File: src/rtl/tlb_entry_pkg.sv
// Shared TLB entry definitions used by the PTW, the TLB array and the
// refill queue between them. Flag order is fixed (bit 13 down to bit 0).
package tlb_entry_pkg;

  localparam int FLG_W     = 14;
  localparam int TLB_PPN_W = 20;

  // Flag bit positions inside the packed flg field
  localparam int FLG_U    = 13;
  localparam int FLG_G    = 12;
  localparam int FLG_AE   = 11;
  localparam int FLG_SW   = 10;
  localparam int FLG_SX   = 9;
  localparam int FLG_SR   = 8;
  localparam int FLG_PW   = 7;
  localparam int FLG_PX   = 6;
  localparam int FLG_PR   = 5;
  localparam int FLG_PAL  = 4;
  localparam int FLG_PAA  = 3;
  localparam int FLG_EFF  = 2;
  localparam int FLG_C    = 1;
  localparam int FLG_FRAG = 0;

  typedef logic [FLG_W-1:0] tlb_flg_t;

  // Default-width entry as seen by the TLB array and PTW
  typedef struct packed {
    logic [TLB_PPN_W-1:0] ppn;
    tlb_flg_t             flg;
  } tlb_entry_t;

  // Width of a slot index for a queue of the given depth (at least one bit)
  function automatic int ptr_width(input int depth);
    return (depth > 1) ? $clog2(depth) : 1;
  endfunction

endpackage

File: src/rtl/tlb_entry_queue_ptr.sv
// Modulo-DEPTH slot pointer. Wraps DEPTH-1 -> 0 explicitly so DEPTH need
// not be a power of two; clr returns it to slot 0.
module tlb_entry_queue_ptr
  import tlb_entry_pkg::*;
#(
  parameter  int DEPTH = 2,
  localparam int PTR_W = ptr_width(DEPTH)
) (
  input  logic             clock,
  input  logic             reset,
  input  logic             inc,
  input  logic             clr,
  output logic [PTR_W-1:0] ptr
);

  localparam logic [PTR_W-1:0] LAST = PTR_W'(DEPTH - 1);

  // Pointer register: clear has priority over increment
  always_ff @(posedge clock or posedge reset) begin
    if (reset) begin
      ptr <= '0;
    end else if (clr) begin
      ptr <= '0;
    end else if (inc) begin
      ptr <= (ptr == LAST) ? '0 : ptr + 1'b1;
    end
  end

endmodule

File: src/rtl/tlb_entry_queue.sv
// Ready/valid FIFO carrying TLB entry bundles from PTW refill responses to
// TLB array writes. Optional FLOW (empty bypass) and PIPE (enq while full if
// the head leaves) modes; io_flush discards everything on sfence/satp change.
module tlb_entry_queue
  import tlb_entry_pkg::*;
#(
  parameter  int PPN_W = 20,
  parameter  int DEPTH = 2,
  parameter  int FLOW  = 0,
  parameter  int PIPE  = 0,
  localparam int PTR_W = ptr_width(DEPTH),
  localparam int CNT_W = $clog2(DEPTH + 1)
) (
  input  logic             clock,
  input  logic             reset,
  input  logic             io_flush,
  input  logic             io_enq_valid,
  output logic             io_enq_ready,
  input  logic [PPN_W-1:0] io_enq_bits_ppn,
  input  logic [FLG_W-1:0] io_enq_bits_flg,
  output logic             io_deq_valid,
  input  logic             io_deq_ready,
  output logic [PPN_W-1:0] io_deq_bits_ppn,
  output logic [FLG_W-1:0] io_deq_bits_flg,
  output logic [CNT_W-1:0] io_count
);

  localparam logic FLOW_EN = (FLOW != 0);
  localparam logic PIPE_EN = (PIPE != 0);

  // Same layout as tlb_entry_t, but with the queue's own ppn width
  typedef struct packed {
    logic [PPN_W-1:0] ppn;
    tlb_flg_t         flg;
  } entry_t;

  entry_t           mem [DEPTH];
  logic [PTR_W-1:0] enq_ptr;
  logic [PTR_W-1:0] deq_ptr;
  logic             maybe_full;

  logic ptr_eq;
  logic empty;
  logic full;
  logic do_enq;
  logic do_deq;
  logic bypass;
  logic wr_en;
  logic rd_en;

  assign ptr_eq = (enq_ptr == deq_ptr);
  assign empty  = ptr_eq & ~maybe_full;
  assign full   = ptr_eq & maybe_full;

  // Flush masks both handshakes so nothing fires in the flush cycle
  assign io_enq_ready = ~io_flush & (~full | (PIPE_EN & io_deq_ready));
  assign io_deq_valid = ~io_flush & (~empty | (FLOW_EN & io_enq_valid));

  assign do_enq = io_enq_valid & io_enq_ready;
  assign do_deq = io_deq_valid & io_deq_ready;

  // An entry passing straight through an empty FLOW queue never touches
  // storage; in that case do_deq implies do_enq, so both sides hold
  assign bypass = FLOW_EN & empty & do_deq;
  assign wr_en  = do_enq & ~bypass;
  assign rd_en  = do_deq & ~bypass;

  tlb_entry_queue_ptr #(.DEPTH(DEPTH)) u_enq_ptr (
    .clock (clock),
    .reset (reset),
    .inc   (wr_en),
    .clr   (io_flush),
    .ptr   (enq_ptr)
  );

  tlb_entry_queue_ptr #(.DEPTH(DEPTH)) u_deq_ptr (
    .clock (clock),
    .reset (reset),
    .inc   (rd_en),
    .clr   (io_flush),
    .ptr   (deq_ptr)
  );

  // maybe_full distinguishes full from empty when the pointers coincide;
  // it only changes when exactly one side moves
  always_ff @(posedge clock or posedge reset) begin
    if (reset) begin
      maybe_full <= 1'b0;
    end else if (io_flush) begin
      maybe_full <= 1'b0;
    end else if (wr_en != rd_en) begin
      maybe_full <= wr_en;
    end
  end

  // Entry storage is data only and deliberately left unreset
  always_ff @(posedge clock) begin
    if (wr_en) begin
      mem[enq_ptr] <= '{ppn: io_enq_bits_ppn, flg: io_enq_bits_flg};
    end
  end

  // Head selection: an empty FLOW queue shows the incoming entry directly
  always_comb begin
    io_deq_bits_ppn = mem[deq_ptr].ppn;
    io_deq_bits_flg = mem[deq_ptr].flg;
    if (FLOW_EN && empty) begin
      io_deq_bits_ppn = io_enq_bits_ppn;
      io_deq_bits_flg = io_enq_bits_flg;
    end
  end

  // Occupancy without relying on power-of-two pointer wrap
  always_comb begin
    io_count = '0;
    if (ptr_eq) begin
      io_count = maybe_full ? CNT_W'(DEPTH) : '0;
    end else if (enq_ptr > deq_ptr) begin
      io_count = CNT_W'(int'(enq_ptr) - int'(deq_ptr));
    end else begin
      io_count = CNT_W'(DEPTH + int'(enq_ptr) - int'(deq_ptr));
    end
  end

endmodule
File: config.mk
export PLATFORM = sky130hd
export DESIGN_NAME = tlb_entry_queue
export DESIGN_NICKNAME = d
export VERILOG_FILES = /design/src/rtl/tlb_entry_pkg.sv /design/src/rtl/tlb_entry_queue_ptr.sv /design/src/rtl/tlb_entry_queue.sv
export SDC_FILE = /design/constraint.sdc
export NUM_CORES = 1
export LEC_CHECK = 0
export ABC_AREA = 1
export ABC_CLOCK_PERIOD_IN_PS = 8029
export CORE_MARGIN = 2
export CORE_UTILIZATION = 51
export CTS_CLUSTER_DIAMETER = 150
export DETAILED_ROUTE_END_ITERATION = 12
export GPL_TIMING_DRIVEN = 1
export PLACE_DENSITY = 0.85
export SETUP_SLACK_MARGIN = 0.02
export SYNTH_ARGS = -nofsm -noshare
export SYNTH_HDL_FRONTEND = slang
export SYNTH_SLANG_ARGS = --single-unit
File: constraint.sdc
create_clock -name clock -period 8.03 [get_ports clock]
set_clock_uncertainty 0.2 [all_clocks]
set_input_delay 1.2045 -clock clock [delete_from_list [all_inputs] [get_ports clock]]
set_output_delay 1.2045 -clock clock [all_outputs]
set_load 0.005 [all_outputs]
==> Word-level counts from Yosys, hierarchy flattened <==
Memory sizes are Yosys's and may differ from the RTL's.
Index checks and enable logic that the tools add are counted.
{ "op_classes": {"n_reduce_logical": 3, "eq_ne": 2, "add_sub_neg": 5, "order_cmp": 1, "n_mux": 13, "bitwise": 10} }
{ "op_table": {"columns": ["op", "count"], "rows": [
  ["1-bit two-way mux", 10],
  ["1-bit bitwise AND", 6],
  ["2-bit two-way mux", 3],
  ["2-bit nonzero test", 3],
  ["1-bit NOT", 4],
  ["1-bit adder, second input constant", 2],
  ["2-bit by 1-bit adder with 2-bit output, first input constant", 1],
  ["1-bit by 1-bit subtractor with 2-bit output", 1],
  ["2-bit subtractor", 1],
  ["1-bit == test", 1],
  ["1-bit greater-than comparator", 1],
  ["1-bit != test", 1]
]} }
{ "totals": {"wordCells": 38, "n_memories": 1, "out_inout_bits": 38, "inputBits": 39, "regBits": 3, "ram_bits": 68} }
{ "memory_table": {"columns": ["name", "depth", "width", "read_ports", "rd_ports_with_merged_regs", "wr", "line_no", "text"], "rows": [
  ["mem", 2, 34, 1, 0, 1, "tlb_entry_queue.sv:37", "entry_t mem [DEPTH];"]
]} }

==> Logic depth before layout (Yosys ltp) <==
{ "depth": {"word_depth": 8, "depth_mapped": 8, "mapped_depth_nobuf": 7} }

==> Modules after synthesis <==
From an unflattened synthesis, not the netlist that was laid out.
{ "unflattened": {"hier_cells": 217, "area_unflattened_um2": 2705.1} }
{ "modules_own_cells": {"columns": ["module", "area_per_inst_um2", "n_inst", "cells_each"], "rows": [
  ["tlb_entry_queue", 2610.0, 1, 203],
  ["tlb_entry_queue_ptr", 47.5, 2, 7]
]} }

==> Worst setup path before layout <==
Ideal clock, no wire load.
{ "synth_timing": {"kind": "input to register", "from": "in io_flush", "to": "mem mem[0][0] (netlist name), enable pin", "arrival_ps": 2825, "n_path_buf": 0, "slack_ps": 4579, "setup_ps": 425, "t_required_ps": 7405, "path_stages": 3, "path_cell_list": "inv_2 > nand3_4 > nor2_1"} }
{ "synth_between": {"elab_chain_len": 5} }
{ "synth_rtl": {"columns": ["element", "line_no", "text"], "rows": [
  ["start: declaration", "tlb_entry_queue.sv:16", "input logic io_flush,"],
  ["1-bit NOT", "tlb_entry_queue.sv:56", "assign io_enq_ready = ~io_flush & (~full | (PIPE_EN & io_deq_ready));"],
  ["1-bit bitwise AND", "tlb_entry_queue.sv:56", null],
  ["1-bit bitwise AND", "tlb_entry_queue.sv:59", "assign do_enq = io_enq_valid & io_enq_ready;"],
  ["1-bit two-way mux", "tlb_entry_queue.sv:98", "if (wr_en) begin"],
  ["1-bit two-way mux (not written as such)", "tlb_entry_queue.sv:99", "mem[enq_ptr] <= '{ppn: io_enq_bits_ppn, flg: io_enq_bits_flg};"],
  ["end: declaration", "tlb_entry_queue.sv:37", null]
]} }
No other way between the ends.

==> Worst setup path after layout <==
{ "layout_timing": {"from": "reg u_deq_ptr.ptr", "to": "out io_count[1]"} }
{ "layout_between": {"elab_chain_len": 3} }
{ "layout_rtl": {"columns": ["element", "line_no", "text"], "rows": [
  ["start: declaration", "tlb_entry_queue_ptr.sv:13", "output logic [PTR_W-1:0] ptr"],
  ["start signal: assignment", "tlb_entry_queue_ptr.sv:25", "ptr <= (ptr == LAST) ? '0 : ptr + 1'b1;"],
  ["2-bit subtractor, or another cell as far along", "tlb_entry_queue.sv:121", "io_count = CNT_W'(DEPTH + int'(enq_ptr) - int'(deq_ptr));"],
  ["2-bit two-way mux", "tlb_entry_queue.sv:118", "end else if (enq_ptr > deq_ptr) begin"],
  ["2-bit two-way mux (*)", "tlb_entry_queue.sv:116", "if (ptr_eq) begin"],
  ["end: declaration", "tlb_entry_queue.sv:25", "output logic [CNT_W-1:0] io_count"]
]} }
Every way passes the cells marked *; elsewhere a longest branch is shown, timed or not.

==> flow_summary_export.csv <==
group,metric,value,unit
sta,max-slew-margin-rel,0.3374,
global_routing,grt_util_met2,0.3079,
power_and_ir_drop,power.density,225.3,mW/mm²
detailed_routing,drtIter0Drc,69,
flow_run,cap_viol_max_count,0,
clock_tree,cts-resized-gates,0,
placed_design,gp_congestion,0.8519,
detailed_routing,routedWlPerCell,13.59,µm
logic_synthesis,synth_nets,248,
setup_path,setup.worst_path.end_class,"primary output",
logic_synthesis,synth-simple-area-share,0.1852,
global_routing,top_usage_layer,"met2",
logic_synthesis,synth_top_area_share,0.7538,
sta,drv_slew,0,
global_routing,antenna_found_initial,0,
floorplan,design.die.area,0.005911,mm²
global_routing,met3_usage,0.04353,
worst_hold_path,min_path_type,"reg -> reg",
floorplan,initial_core_util,0.5304,
logic_synthesis,synth_seq_cells,71,
clock_tree,cts_hold_buf,0,
logic_synthesis,synth.area.mux_share,0,
global_routing,groute.usage.overall,0.1805,
logic_synthesis,synthXorXnorAreaFrac,0,
clock_tree,cts.sinks,71,
setup_path,rr_endpoint,"mem[1][15]",
sta,worst_pin_slew,0.9916,ns
detailed_routing,via_count,1741,
layout,syn_to_final_growth,36.30,%
layout,stdcell_count,365,
sta,rsz0062_at_grt,"false",
global_routing,grt_pass1_vias,1660,
floorplan,io_pins,77,
layout,final_common_cell,"nand2_1",
placed_design,place_ws,4.213,ns
floorplan,num_rows,26,
layout,num-nets-final,329,
setup_path,endpoint,"io_count[1]",
setup_path,path_class,"reg -> out",
placed_design,dp_cells,349,
logic_synthesis,yosys.area.top_type,"edfxtp_1",
setup_path,startpoint_type,"flop",
global_routing,grt_start_max_net_pins,37,
sta,max_freq,261.1,MHz
global_routing,gr-total-overflow,0,
status,outcome,"complete, no violations",
logic_synthesis,synth_fa_ha_area_frac,0,
clock_tree,numCtsBuffers,9,
logic_synthesis,ys_types,16,
power_and_ir_drop,p_leak,1.433,nW
logic_synthesis,ys_warn_count,0,
detailed_routing,drc_errors,0,
detailed_routing,viasPerCell,4.770,
clock_tree,worstSkewPairLatency,0.33,ns
setup_path,worstPathMaxFanout,36,
logic_synthesis,synth_top_family_by_area,"simple AND/OR/NAND/NOR gates",
setup_path,r2r_setup_slack,5.05,ns
floorplan,design.core.area,0.005107,mm²
sta,setup_violations,0,
placed_design,dp.final_hpwl,3259,µm
global_routing,grt_use_met1,0.2153,
clock_tree,clk_pin_slew,0.07,ns
placed_design,io_buffers,76,
logic_synthesis,synthesis.area,0.002709,mm²
power_and_ir_drop,power.total,831.8,µW
clock_tree,post-cts-setup-buffer-count,0,
floorplan,die_h,76.88,µm
detailed_routing,final_antenna_net_count,0,
setup_path,critPathArrivalTime,2.43,ns
logic_synthesis,synth_area_leaders,"edfxtp_1 75%, nand2_1 15%, dfrtp_1 2.8%, nand3_4 1.3%, buf_2 1.1%",
layout,final_util,0.7229,
sta,finalCritPeriodShare,0.4770,
layout,mostFrequentLayoutCells,"108 x nand2_1, 76 x clkdlybuf4s50_1, 68 x edfxtp_1",
clock_tree,cts_tree,"yes",
worst_hold_path,worstHoldStart,"u_enq_ptr.ptr",
logic_synthesis,synth_compound_area_frac,0.006005,
layout,antenna_cells,0,
clock_tree,h-tree-depth,3,
clock_tree,cts_buffer_depth,2,
clock_tree,cts_root_buf,"clkbuf_8",
sta,period_needed,3.830,ns
floorplan,die_width,76.88,µm
sta,fin_ws,4.200,ns
setup_path,reg2regPathDepth,6,
setup_path,cp-startpoint,"u_deq_ptr.ptr",
logic_synthesis,seq_area_frac_synth,0.7815,
sta,setup-tns-final,0,ns
logic_synthesis,syn-mean-instance-area,12.96,µm²
power_and_ir_drop,ir_worst_vdd,0.1513,mV
layout,nFillCells,356,
detailed_routing,drt_wl_total,4961,µm
sta,hold_viol,0,
logic_synthesis,synthCells,209,
setup_path,r2r-start,"u_deq_ptr.ptr",
setup_path,required,6.63,ns
detailed_routing,dr.pass1.iters,4,
layout,drive_gt1_frac,0.07797,
global_routing,grt_pass1_wl,8004,µm
## cells by family (layout without fill, tap and decap cells)
group | after synthesis | count (layout)
buf+inv | 15 | 101
compound gates | 3 | 3
simple gates | 120 | 120
flops | 71 | 71
## power by group
part / internal [mW] / total [mW] / switching (mW) / leakage, nW
Clock: 0.106 / 0.229 / 0.123 / 0.0827
Combinational: 0.0903 / 0.165 / 0.0743 / 0.688
Sequential: 0.428 / 0.438 / 0.0108 / 0.661
## worst min path at each step
stage,to,slack (ns),cells after the start
after global routing,u_enq_ptr.ptr,0.50,1
after global placement,u_enq_ptr.ptr,0.41,1
after detailed placement,u_enq_ptr.ptr,0.42,1
after floorplan,u_enq_ptr.ptr,0.34,1
final,u_enq_ptr.ptr,0.43,1
after CTS,u_enq_ptr.ptr,0.43,1
## metrics by stage
stage          hold WS, ns  cell area, µm²
6_report            0.4318            3692
5_1_grt             0.4976            3692
3_5_place_dp        0.4224            3538
4_1_cts             0.4332            3692
3_3_place_gp        0.4106            3538
2_1_floorplan       0.3359            2709
## area by class of cell
cell class              instances  area [µm²]  share of cell area
clock inverters                 7       30.03            0.008133
clock buffers                   9       123.9             0.03355
well taps                      70       87.58             0.02372
multi-input cells             123       533.0              0.1444
inverters                       8       32.53            0.008811
repair buffers                 77       768.2              0.2081
flip-flops and latches         71        2117              0.5734
## critical path, stage by stage, from the launching register on
cell             delay [ns]
dfrtp_1                0.73
buf_4                  0.37
inv_4                  0.20
nand2_4                0.14
nand3_4                0.09
inv_2                  0.05
clkdlybuf4s50_1        0.49
## synthesized netlist by cell type, drive strengths merged
library cell  number
a31oi              1
buf                7
dfrtp              3
edfxtp            68
inv                8
nand2            110
nand3              4
nand3b             1
nand4              1
nor2               4
o21ai              2
## flip-flops by register name (all words and copies together), names as in the netlist
register and count:
maybe_full 1, u_enq_ptr.ptr 1, u_deq_ptr.ptr 1, mem 68
## layer usage
metal	wire length [µm]	share of wire
met5	0	0
met2	2740	0.55
met1	1914	0.39
met4	74	0.015
met3	232	0.047
Power figures use the tool's default switching activity.
